`config.mk`:
```
export PLATFORM = sky130hd
export DESIGN_NAME = ins_pipe
export DESIGN_NICKNAME = d
export VERILOG_FILES = /design/src/rtl/ins_pipe.sv
export SDC_FILE = /design/constraint.sdc
export NUM_CORES = 1
export LEC_CHECK = 0
export BUFFER_PORTS_ARGS = -buffer_cell sky130_fd_sc_hd__buf_2
export CAP_MARGIN = 20
export CORE_MARGIN = 4
export CORE_UTILIZATION = 45
export DETAILED_ROUTE_END_ITERATION = 7
export GPL_TIMING_DRIVEN = 0
export PLACE_DENSITY = 0.79
export SLEW_MARGIN = 20
export SYNTH_ARGS = -nofsm -noshare
export SYNTH_HDL_FRONTEND = slang
export SYNTH_SLANG_ARGS = --single-unit
```
`constraint.sdc`:
```
create_clock -name clk -period 2.5 [get_ports clk]
set_clock_uncertainty 0.15 [all_clocks]
set_input_delay 0 -clock clk [delete_from_list [all_inputs] [get_ports clk]]
set_output_delay 0 -clock clk [all_outputs]
set_load 0.03 [all_outputs]
```
`src/rtl/ins_pipe.sv`:
```
`default_nettype none
// ============================================================================
//  Module      : ins_pipe
//  Description : Four-stage instruction register chain (decode, execute,
//                memory, writeback) with flush on control-unit squash,
//                optional one-cycle load-use hold, and saturating bubble
//                and flush event counters.
//  Ports       : clk, rst_n (async, active-low)
//                imem_ins/imem_valid  - fetched instruction and its qualifier
//                stall_decode         - squash decode/execute (jump or branch)
//                ins1..ins4           - stage instruction words
//                opcode1..opcode4     - bits [6:0] of each stage word
//                ins2_rs1/ins2_rs2/ins3_rs2, ins3_rd/ins4_rd - register fields
//                fetch_hold           - fetch keeps PC this cycle (comb.)
//                bubble_cnt/flush_cnt - saturating 16-bit event counters
//  Config      : define INS_PIPE_LOAD_USE_STALL_EN to enable load-use hold
//  Revision    : 1.0 - initial release
// ============================================================================
module ins_pipe (
    input  logic        clk,
    input  logic        rst_n,
    input  logic [31:0] imem_ins,
    input  logic        imem_valid,
    input  logic        stall_decode,
    output logic [31:0] ins1,
    output logic [31:0] ins2,
    output logic [31:0] ins3,
    output logic [31:0] ins4,
    output logic [6:0]  opcode1,
    output logic [6:0]  opcode2,
    output logic [6:0]  opcode3,
    output logic [6:0]  opcode4,
    output logic [4:0]  ins2_rs1,
    output logic [4:0]  ins2_rs2,
    output logic [4:0]  ins3_rs2,
    output logic [4:0]  ins3_rd,
    output logic [4:0]  ins4_rd,
    output logic        fetch_hold,
    output logic [15:0] bubble_cnt,
    output logic [15:0] flush_cnt
);

    // addi x0,x0,0
    localparam logic [31:0] c_NOP     = 32'h0000_0013;
    localparam logic [15:0] c_CNT_MAX = 16'hFFFF;

    logic [31:0] ins1_q, ins2_q, ins3_q, ins4_q;
    logic [31:0] ins1_d, ins2_d, ins3_d, ins4_d;
    logic [15:0] bubble_q, bubble_d;
    logic [15:0] flush_q, flush_d;
    logic        w_load_use;

`ifdef INS_PIPE_LOAD_USE_STALL_EN
    logic [4:0] w_ld_rd;
    logic [4:0] w_dec_rs1;
    logic [4:0] w_dec_rs2;
    logic       w_reads_rs1;
    logic       w_reads_rs2;

    assign w_ld_rd   = ins2_q[11:7];
    assign w_dec_rs1 = ins1_q[19:15];
    assign w_dec_rs2 = ins1_q[24:20];

    // Which source fields the instruction in decode actually consumes.
    always_comb begin
        w_reads_rs1 = 1'b0;
        w_reads_rs2 = 1'b0;
        case (ins1_q[6:0])
            7'b0110011,
            7'b0100011,
            7'b1100011: begin
                w_reads_rs1 = 1'b1;
                w_reads_rs2 = 1'b1;
            end
            7'b0010011,
            7'b0000011,
            7'b1100111: w_reads_rs1 = 1'b1;
            default: begin
                w_reads_rs1 = 1'b0;
                w_reads_rs2 = 1'b0;
            end
        endcase
    end

    // A load in execute whose destination is read by decode; x0 never hazards.
    assign w_load_use = (ins2_q[6:0] == 7'b0000011) && (w_ld_rd != 5'd0) &&
                        ((w_reads_rs1 && (w_dec_rs1 == w_ld_rd)) ||
                         (w_reads_rs2 && (w_dec_rs2 == w_ld_rd)));
`else
    // Software is responsible for load-use spacing in this build.
    assign w_load_use = 1'b0;
`endif

    // A flush overrides the hold, so fetch is released when a squash is active.
    assign fetch_hold = w_load_use & ~stall_decode;

    always_comb begin
        ins1_d   = ins1_q;
        ins2_d   = ins1_q;
        ins3_d   = ins2_q;
        ins4_d   = ins3_q;
        bubble_d = bubble_q;
        flush_d  = flush_q;
        if (stall_decode) begin
            ins1_d = c_NOP;
            ins2_d = c_NOP;
            if (flush_q != c_CNT_MAX) begin
                flush_d = flush_q + 16'd1;
            end
        end else if (w_load_use) begin
            // ins1 keeps the dependent instruction; a bubble goes to execute.
            ins2_d = c_NOP;
            if (bubble_q != c_CNT_MAX) begin
                bubble_d = bubble_q + 16'd1;
            end
        end else begin
            ins1_d = imem_valid ? imem_ins : c_NOP;
        end
    end

    always_ff @(posedge clk or negedge rst_n) begin
        if (!rst_n) begin
            ins1_q   <= c_NOP;
            ins2_q   <= c_NOP;
            ins3_q   <= c_NOP;
            ins4_q   <= c_NOP;
            bubble_q <= 16'd0;
            flush_q  <= 16'd0;
        end else begin
            ins1_q   <= ins1_d;
            ins2_q   <= ins2_d;
            ins3_q   <= ins3_d;
            ins4_q   <= ins4_d;
            bubble_q <= bubble_d;
            flush_q  <= flush_d;
        end
    end

    assign ins1       = ins1_q;
    assign ins2       = ins2_q;
    assign ins3       = ins3_q;
    assign ins4       = ins4_q;
    assign opcode1    = ins1_q[6:0];
    assign opcode2    = ins2_q[6:0];
    assign opcode3    = ins3_q[6:0];
    assign opcode4    = ins4_q[6:0];
    assign ins2_rs1   = ins2_q[19:15];
    assign ins2_rs2   = ins2_q[24:20];
    assign ins3_rs2   = ins3_q[24:20];
    assign ins3_rd    = ins3_q[11:7];
    assign ins4_rd    = ins4_q[11:7];
    assign bubble_cnt = bubble_q;
    assign flush_cnt  = flush_q;

endmodule
`default_nettype wire

```
## Word-level counts from Yosys, hierarchy flattened

Cells that the tools add are included.

| storage, ports and cells | value |
|---|---|
| flip-flop bits (word level) | 144 |
| latch bits | 0 |
| memory bits (writable) | 0 |
| bits in read-only memories | 0 |
| bits of input ports | 36 |
| output and inout port bits | 214 |
| logic and storage cells | 11 |
| memories | 0 |

| operators by class | value |
|---|---|
| add/subtract/negate cells | 1 |
| multiply operators | 0 |
| divide/modulo/power cells | 0 |
| magnitude comparators | 0 |
| equal/unequal tests | 1 |
| shift-type cells | 0 |
| multiplexer cells | 3 |
| bitwise gates (word level) | 0 |
| reduce and logical (&&, ||, !) cells | 1 |

Operator list:

| kind | count |
|---|---|
| 2-to-1 mux 32 bit | 3 |
| adder 16 x 1 -> 16 bit (second input constant) | 1 |
| inequality test 16 bit (second input constant) | 1 |
| AND reduction 2 bit | 1 |

## Longest topological paths before layout

Gate-level depths: netlist of run 1.

| depth | value |
|---|---|
| depth in word-level cells | 2 |
| depth in mapped cells | 5 |
| mapped depth without buffers | 5 |

## Least setup slack after synthesis of run 1

No wires, ideal clock.

| path | value |
|---|---|
| path kind | reg-to-reg |
| start point | reg flush_q[12], in the netlist flush_cnt[12] |
| end point | reg flush_q[1], in the netlist flush_cnt[1] |
| library setup time | 0.125 ns |
| data arrival time | 1.762 ns |
| required time | 2.225 ns |
| setup slack | 0.463 ns |
| cell stages (with the launch flop) | 4 |
| path buffers | 0 |
| clock period less this slack | 2.037 ns |
| path through | dfrtp_1 nand4_1 o41ai_4 mux2_4 |

| between the ends | value |
|---|---|
| longest elaborated chain between the ends | 2 |

Ends and longest elaborated chain:

| item | line | text |
|---|---|---|
| start, declared | 50 | `logic [15:0] flush_q, flush_d;` |
| start signal, assigned | 135 | `flush_q <= flush_d;` |
| inequality test 16 bit | 107 | `if (flush_q != c_CNT_MAX) begin` |
| AND reduction 2 bit (no source line) | -- |  |

Every way passes these cells.
A chain may end at the register's enable or synchronous reset.

## Worst setup path after layout of run 1

Ends and elaborated chain as after synthesis.

==> run summary, run 1 <==
outcome: finished clean
Setup CP Type: reg -> reg
Worst Hold Class: in -> reg
post-synthesis compound-gate area fraction: 1.134%
Nets: 681
cells on worst reg2reg path: 3
CTS tree: done
post-DP HPWL: 8654 um
Ports: 250
total grt overflow: 0
Peak Freq: 501.3 MHz
WP data arrival: 2.24 ns
number of max-cap violations: 0
Buf/Inv on CP: 0
first-pass GRT wire length: 18660 um
largest net degree at the start of global routing: 93
pwr/cell area: 788.9 nW/um^2
initial antenna violation count: 0
post-synthesis simple-gate area fraction: 11.82%
# port buffers: 231
Post-Synth XOR/XNOR Area: 2.294%
minimum clock period: 1.995 ns
Hold EP: ins1[3]
number of global-route vias before repair: 3465
post-synthesis cell area: 4964 um^2
total negative slack: 0 ns
Max stage delay cell, worst path: o41ai_4
Leakage Power: 4.222 nW
initial drt markers: 168
setup bufs post-CTS: 0
Adder-Cell Fraction of Synth Area: 0.2521%
synth top area cells: dfrtp_1 67%, buf_4 11%, dfstp_2 6.4%
cts bufs inserted: 17
Placement Rows: 38
Post-synth EDFFs: 0
Worst-Margin Slew: 0.5888 ns
area leader, netlist: dfrtp_1
clock root cell: clkbuf_8
antenna violation net count after detailed routing: 0
final hold viol count: 0
synth warn: 0
GR Util All Layers: 19.03%
CP max FO: 9
Req. time, crit path: 2.74 ns
crit-path leading delay family: compound AO/OA/AOI/OAI gates
fraction of registers with async set/reset: 100.0%
DRT Pass-1 Iters: 4
H-tree levels: 4
R2R Path Start: flush_cnt[12]
RSZ-0062 raised after global routing: false
CP Cell Sequence: nand4_1 -> o41ai_4 -> mux2_4
Reg clk slew, reported paths: 0.07 ns
largest stage delay on the critical path: 0.68 ns
clk buf depth: 2
Placer Congestion: 0.8053
Vert. Die Dim: 113.0 um
n_diodes: 0
Skew-Pair Late Insertion Delay: 0.51 ns
synthesized instance count: 338
r2r endpoint: flush_cnt[1]
P&R area growth vs syn: 48.15%
starting density of the core: 45.79%
Avg Synthesized Cell Area: 14.68 um^2
Worst setup EP type: flip-flop
DRC: 0
Worst Hold Launch: imem_ins[3]
mux share of post-synthesis cell area: 0.3025%
final worst setup slack: 0.5052 ns
fin. max-slew vios: 0
die area: 12770 um^2
register area share after synthesis: 72.90%
Tcrit/Tclk final: 79.79%
main flop type after synthesis: dfrtp_1
mean number of vias per cell: 4.348
quantity of hold-fixing buffers added after cts: 39
pre-CTS setup slack: 0.4694 ns
Final Setup Violations: 0
die width: 113.0 um
number of synthesized register bits: 144
ratio of cells with drive above 1 in the final layout: 54.34%
largest family of logic cells by synthesized area: simple AND/OR/NAND/NOR gates
Synth top area share: 66.55%
R2R Setup Slk: 0.51 ns
Netlist cell types: 31
CTS sink cnt: 144
routed length per instance: 14.97 um
post_cts resized: 0
Setup crit start kind: flip-flop
Worst slew margin: 60.61%
core area: 10840 um^2
VDD IR max: 0.6437 mV
final wirelength: 11930 um
Min-Delay Path Depth: 3
routed vias: 3465
## layout by cell type (no fill, tap or decap), types with 2 or more instances in the layout
master,n
clkbuf_16,16
buf_4,70
clkinvlp_4,3
nor2b_1,30
or2_2,3
dfstp_2,12
inv_6,5
nand3_1,5
clkinv_2,2
clkbuf_1,6
xnor2_1,5
inv_8,2
dlygate4sd3_1,38
nand4_1,2
and2_1,29
clkinv_4,2
buf_2,231
conb_1,17
nor3_1,5
nor4_1,2
nor2_1,4
xor2_1,8
nand2_1,5
o21ai_0,3
dfrtp_1,132
nand2b_1,3
## power by group
part | internal [mW] | switching [mW]
clock | 1.35 | 1.00
combinational | 0.300 | 0.562
sequential | 2.46 | 0.130
## cells by family (layout without fill, tap and decap cells)
logic type	Yosys count	in the layout
flops	144	144
other cells	1	17
fa+ha+maj	1	1
mux	1	1
buf+inv	78	381
xor+xnor	13	13
compound gates	6	6
simple gates	94	94
## state kept, by name, indices dropped and copies added, names as in the netlist
name,cells
ins2,32
ins3,32
ins4,32
ins1,32
flush_cnt,16
## routing by layer
metal / share of wire, % / track usage, % / vias to the layer above
li1: - / - / 1611
met1: 38 / 22.49 / 1694
met2: 54 / 34.04 / 147
met3: 7.3 / 5.241 / 13
met4: 0.89 / 5.449 / 0
met5: 0 / 0 / -
## tightest hold or removal path, delay by kind of cell
| family | cells | cell delay (ns) |
|---|---|---|
| buffers and inverters | 2 | 0.60 |
| AND/OR/NAND/NOR | 1 | 0.10 |
## through the flow
stage	area, um^2	util (%)	power [mW]	instances	hold WS [ns]
finish	7353	67.83	5.801	797	0.07207
global route	7353	67.83	6.051	797	0.06441
CTS	7353	67.83	5.852	797	0.05223
detailed placement	6392	58.97	3.442	726	-0.2160
global placement	6355	58.62	3.415	725	0.04084
floorplan	5024	-	3.153	354	-0.4456
## worst max-delay path by stage
stage	from	to	cells past startpoint
final	flush_cnt[12]	flush_cnt[1]	3
after global routing	flush_cnt[12]	flush_cnt[9]	4
after CTS	flush_cnt[12]	flush_cnt[1]	3
after detailed placement	flush_cnt[12]	flush_cnt[1]	3
after global placement	rst_n	ins2[29]	1
after floorplan	flush_cnt[12]	flush_cnt[1]	3
## synth_stat cells (3+ instances only)
cell        n
and2_1     29
buf_4      70
clkbuf_1    6
dfrtp_1   132
dfstp_2    12
nand2_1     5
nand2b_1    3
nand3_1     5
nor2_1      4
nor2b_1    30
nor3_1      5
o21ai_0     3
or2_2       3
xnor2_1     5
xor2_1      8
## cell type report
cell class,instances,area [um^2]
well taps,140,175.2
fillers,764,3487
clock inverters,15,146.4
plain buffers,77,553.0
inverters,1,3.754
flip-flops and latches,144,3618
clock buffers,17,414.1
multi-input cells,132,848.3
repair buffers,271,1594
Power figures use the tool's default switching activity.
==> run 2, diff against run 1 <==
- CORE_UTILIZATION: 45 -> 41
- PLACE_DENSITY: 0.79 -> 0.76
- clock period: 2.5 -> 1.7 ns (I/O delays scaled with it)
==> run summary, run 2 (synthesis results as in run 1) <==
pwr/cell area: 1185 nW/um^2 (+50%)
ratio of cells with drive above 1 in the final layout: 57.96% (+3.6 points)
starting density of the core: 42.74% (-3.0 points)
Worst Hold Class: in -> reg
mean number of vias per cell: 4.328 (-0.46%)
number of global-route vias before repair: 3657 (+5.5%)
Min-Delay Path Depth: 4 (+1)
GR Util All Layers: 17.42% (-1.6 points)
DRT Pass-1 Iters: 4 (unchanged)
final instance area: 7570 um^2 (+2.9%)
DRC: 0 (unchanged)
crit-path leading delay family: flip-flops
# port buffers: 231 (unchanged)
clock root cell: clkbuf_16
R2R Path Start: flush_cnt[0]
Buf/Inv on CP: 1 (+1)
cells on worst reg2reg path: 5 (+2)
n_diodes: 0 (unchanged)
post-DP HPWL: 8574 um (-0.92%)
dpl cell area: 6447 um^2 (+0.86%)
die width: 118.0 um (+4.4%)
final hold viol count: 0 (unchanged)
fin. max-slew vios: 0 (unchanged)
RSZ-0062 raised after global routing: true
Leakage Power: 4.325 nW (+2.4%)
H-tree levels: 4 (unchanged)
Final Setup Violations: 11 (+11)
clk buf depth: 2 (unchanged)
antenna violation net count after detailed routing: 0 (unchanged)
Worst slew margin: 64.92% (+4.3 points)
Vert. Die Dim: 118.0 um (+4.4%)
Peak Freq: 549.8 MHz (+9.7%)
first-pass GRT wire length: 18800 um (+0.70%)
initial drt markers: 167 (-0.60%)
violated checks: setup timing
Reg area: 3633 um^2 (+0.41%)
outcome: complete, but fails checks
minimum clock period: 1.819 ns (-0.1760 ns)
largest net degree at the start of global routing: 77 (-17%)
number of max-cap violations: 0 (unchanged)
initial antenna violation count: 0 (unchanged)
Worst setup EP type: flip-flop
Worst Hold Launch: imem_valid
largest stage delay on the critical path: 0.40 ns (-0.28 ns)
Placer Congestion: 0.7874 (-2.2%)
routed length per instance: 15.08 um (+0.75%)
Critical Path Start: flush_cnt[0]
final worst setup slack: -0.1187 ns (-0.6240 ns)
CP max FO: 5 (-4)
Placement Rows: 39 (+2.6%)
area of the multi-input gates: 943.4 um^2 (+11%)
commonest non-fill, non-tap cell in the layout: buf_2
Max stage delay cell, worst path: dfrtp_2
Req. time, crit path: 1.84 ns (-0.90 ns)
die area: 13930 um^2 (+9.0%)
Skew-Pair Late Insertion Delay: 0.41 ns (-0.10 ns)
total grt overflow: 0 (unchanged)
core area: 11610 um^2 (+7.1%)
fill count: 835 (+9.3%)
final wirelength: 12200 um (+2.3%)
r2r endpoint: flush_cnt[1]
CP Cell Sequence: ha_4 -> nand4_1 -> o41ai_4 -> buf_4 -> mux2_4
routed vias: 3501 (+1.0%)
Reg clk slew, reported paths: 0.06 ns (about the same)
Setup CP Type: reg -> reg
P&R area growth vs syn: 52.51%
WP data arrival: 1.96 ns (-0.28 ns)
Finished Core Util: 65.18% (-2.7 points)
hold_ws: 0.06036 ns (-0.01170 ns)
Ports: 250 (unchanged)
CTS tree: done
VDD IR max: 0.8808 mV (+37%)
cts bufs inserted: 17 (unchanged)
Worst-Margin Slew: 0.5262 ns (-0.06262 ns)
Nets: 690 (+1.3%)
CTS sink cnt: 144 (unchanged)
Hold EP: ins1[4]
commonest non-fill, non-tap cells in the layout: 231 x buf_2, 120 x dfrtp_1, 81 x buf_4
Tcrit/Tclk final: 107.0% (+27 points)
Overall Power: 8.969 mW (+55%)
Setup crit start kind: flip-flop
R2R Setup Slk: -0.12 ns (-0.62 ns)
-- run 2: cell types whose count changed in the layout (fill, tap and decap cells not counted), moves of 3 or more --
cell,previous run,this run
nor3_2,0,3
nor3_1,5,1
inv_6,5,1
dfrtp_2,0,12
dfrtp_1,132,120
buf_4,70,81
-- run 2: worst max-delay path by stage --
stage | to | slack, ns | cells past startpoint
2_1_floorplan | flush_cnt[1] | -0.25 | 4
3_3_place_gp | flush_cnt[4] | -1.54 | 1
3_5_place_dp | flush_cnt[1] | -0.27 | 4
4_1_cts | flush_cnt[1] | -0.06 | 5
5_1_grt | flush_cnt[1] | -0.17 | 4
6_report | flush_cnt[1] | -0.12 | 5
-- run 2: per-layer routing --
metal	wire length, um	share of wire [%]	track usage (%)
met5	0	0	0
met4	217	1.8	7.473
met3	795	6.5	5.863
met2	6636	54	30.58
met1	4554	37	19.24
-- run 2: layout make-up --
class | count | share of cell area (%)
sequential | 144 | 48.00
timing repair buffer | 280 | 21.82
multi-input combinational | 132 | 12.46
buffer | 77 | 7.306
clock buffer | 20 | 5.901
tap | 143 | 2.364
clock inverter | 12 | 2.099
inverter | 1 | 0.04959
-- run 2: stage by stage --
step / TNS (ns) / worst slack [ns] / instances
floorplan: -1.465 / -0.2488 / 354
global placement: -181.37 / -1.545 / 728
detailed placement: -1.809 / -0.2709 / 729
CTS: -0.06197 / -0.06197 / 805
global route: -1.208 / -0.1697 / 809
finish: -0.5093 / -0.1187 / 809
-- run 2: tightest hold or removal path, cell delays in order --
cell	delay (ns)
buf_2	0.09
nor2b_2	0.19
clkbuf_1	0.19
nand2b_1	0.11
-- run 2: what timing repair did --
item,in CTS,in global routing
buffers inserted,7,4
endpoints found under the setup margin,10,45
resized for setup,2,8
hold endpoints to repair,175,0
pin swaps,4,7
hold buffers,37,0
-- run 2: report_power, final --
part | internal, mW | switching, mW | total [mW]
clock | 2.35 | 1.36 | 3.71
combinational | 0.519 | 0.891 | 1.41
sequential | 3.64 | 0.213 | 3.85
total | 6.51 | 2.46 | 8.97
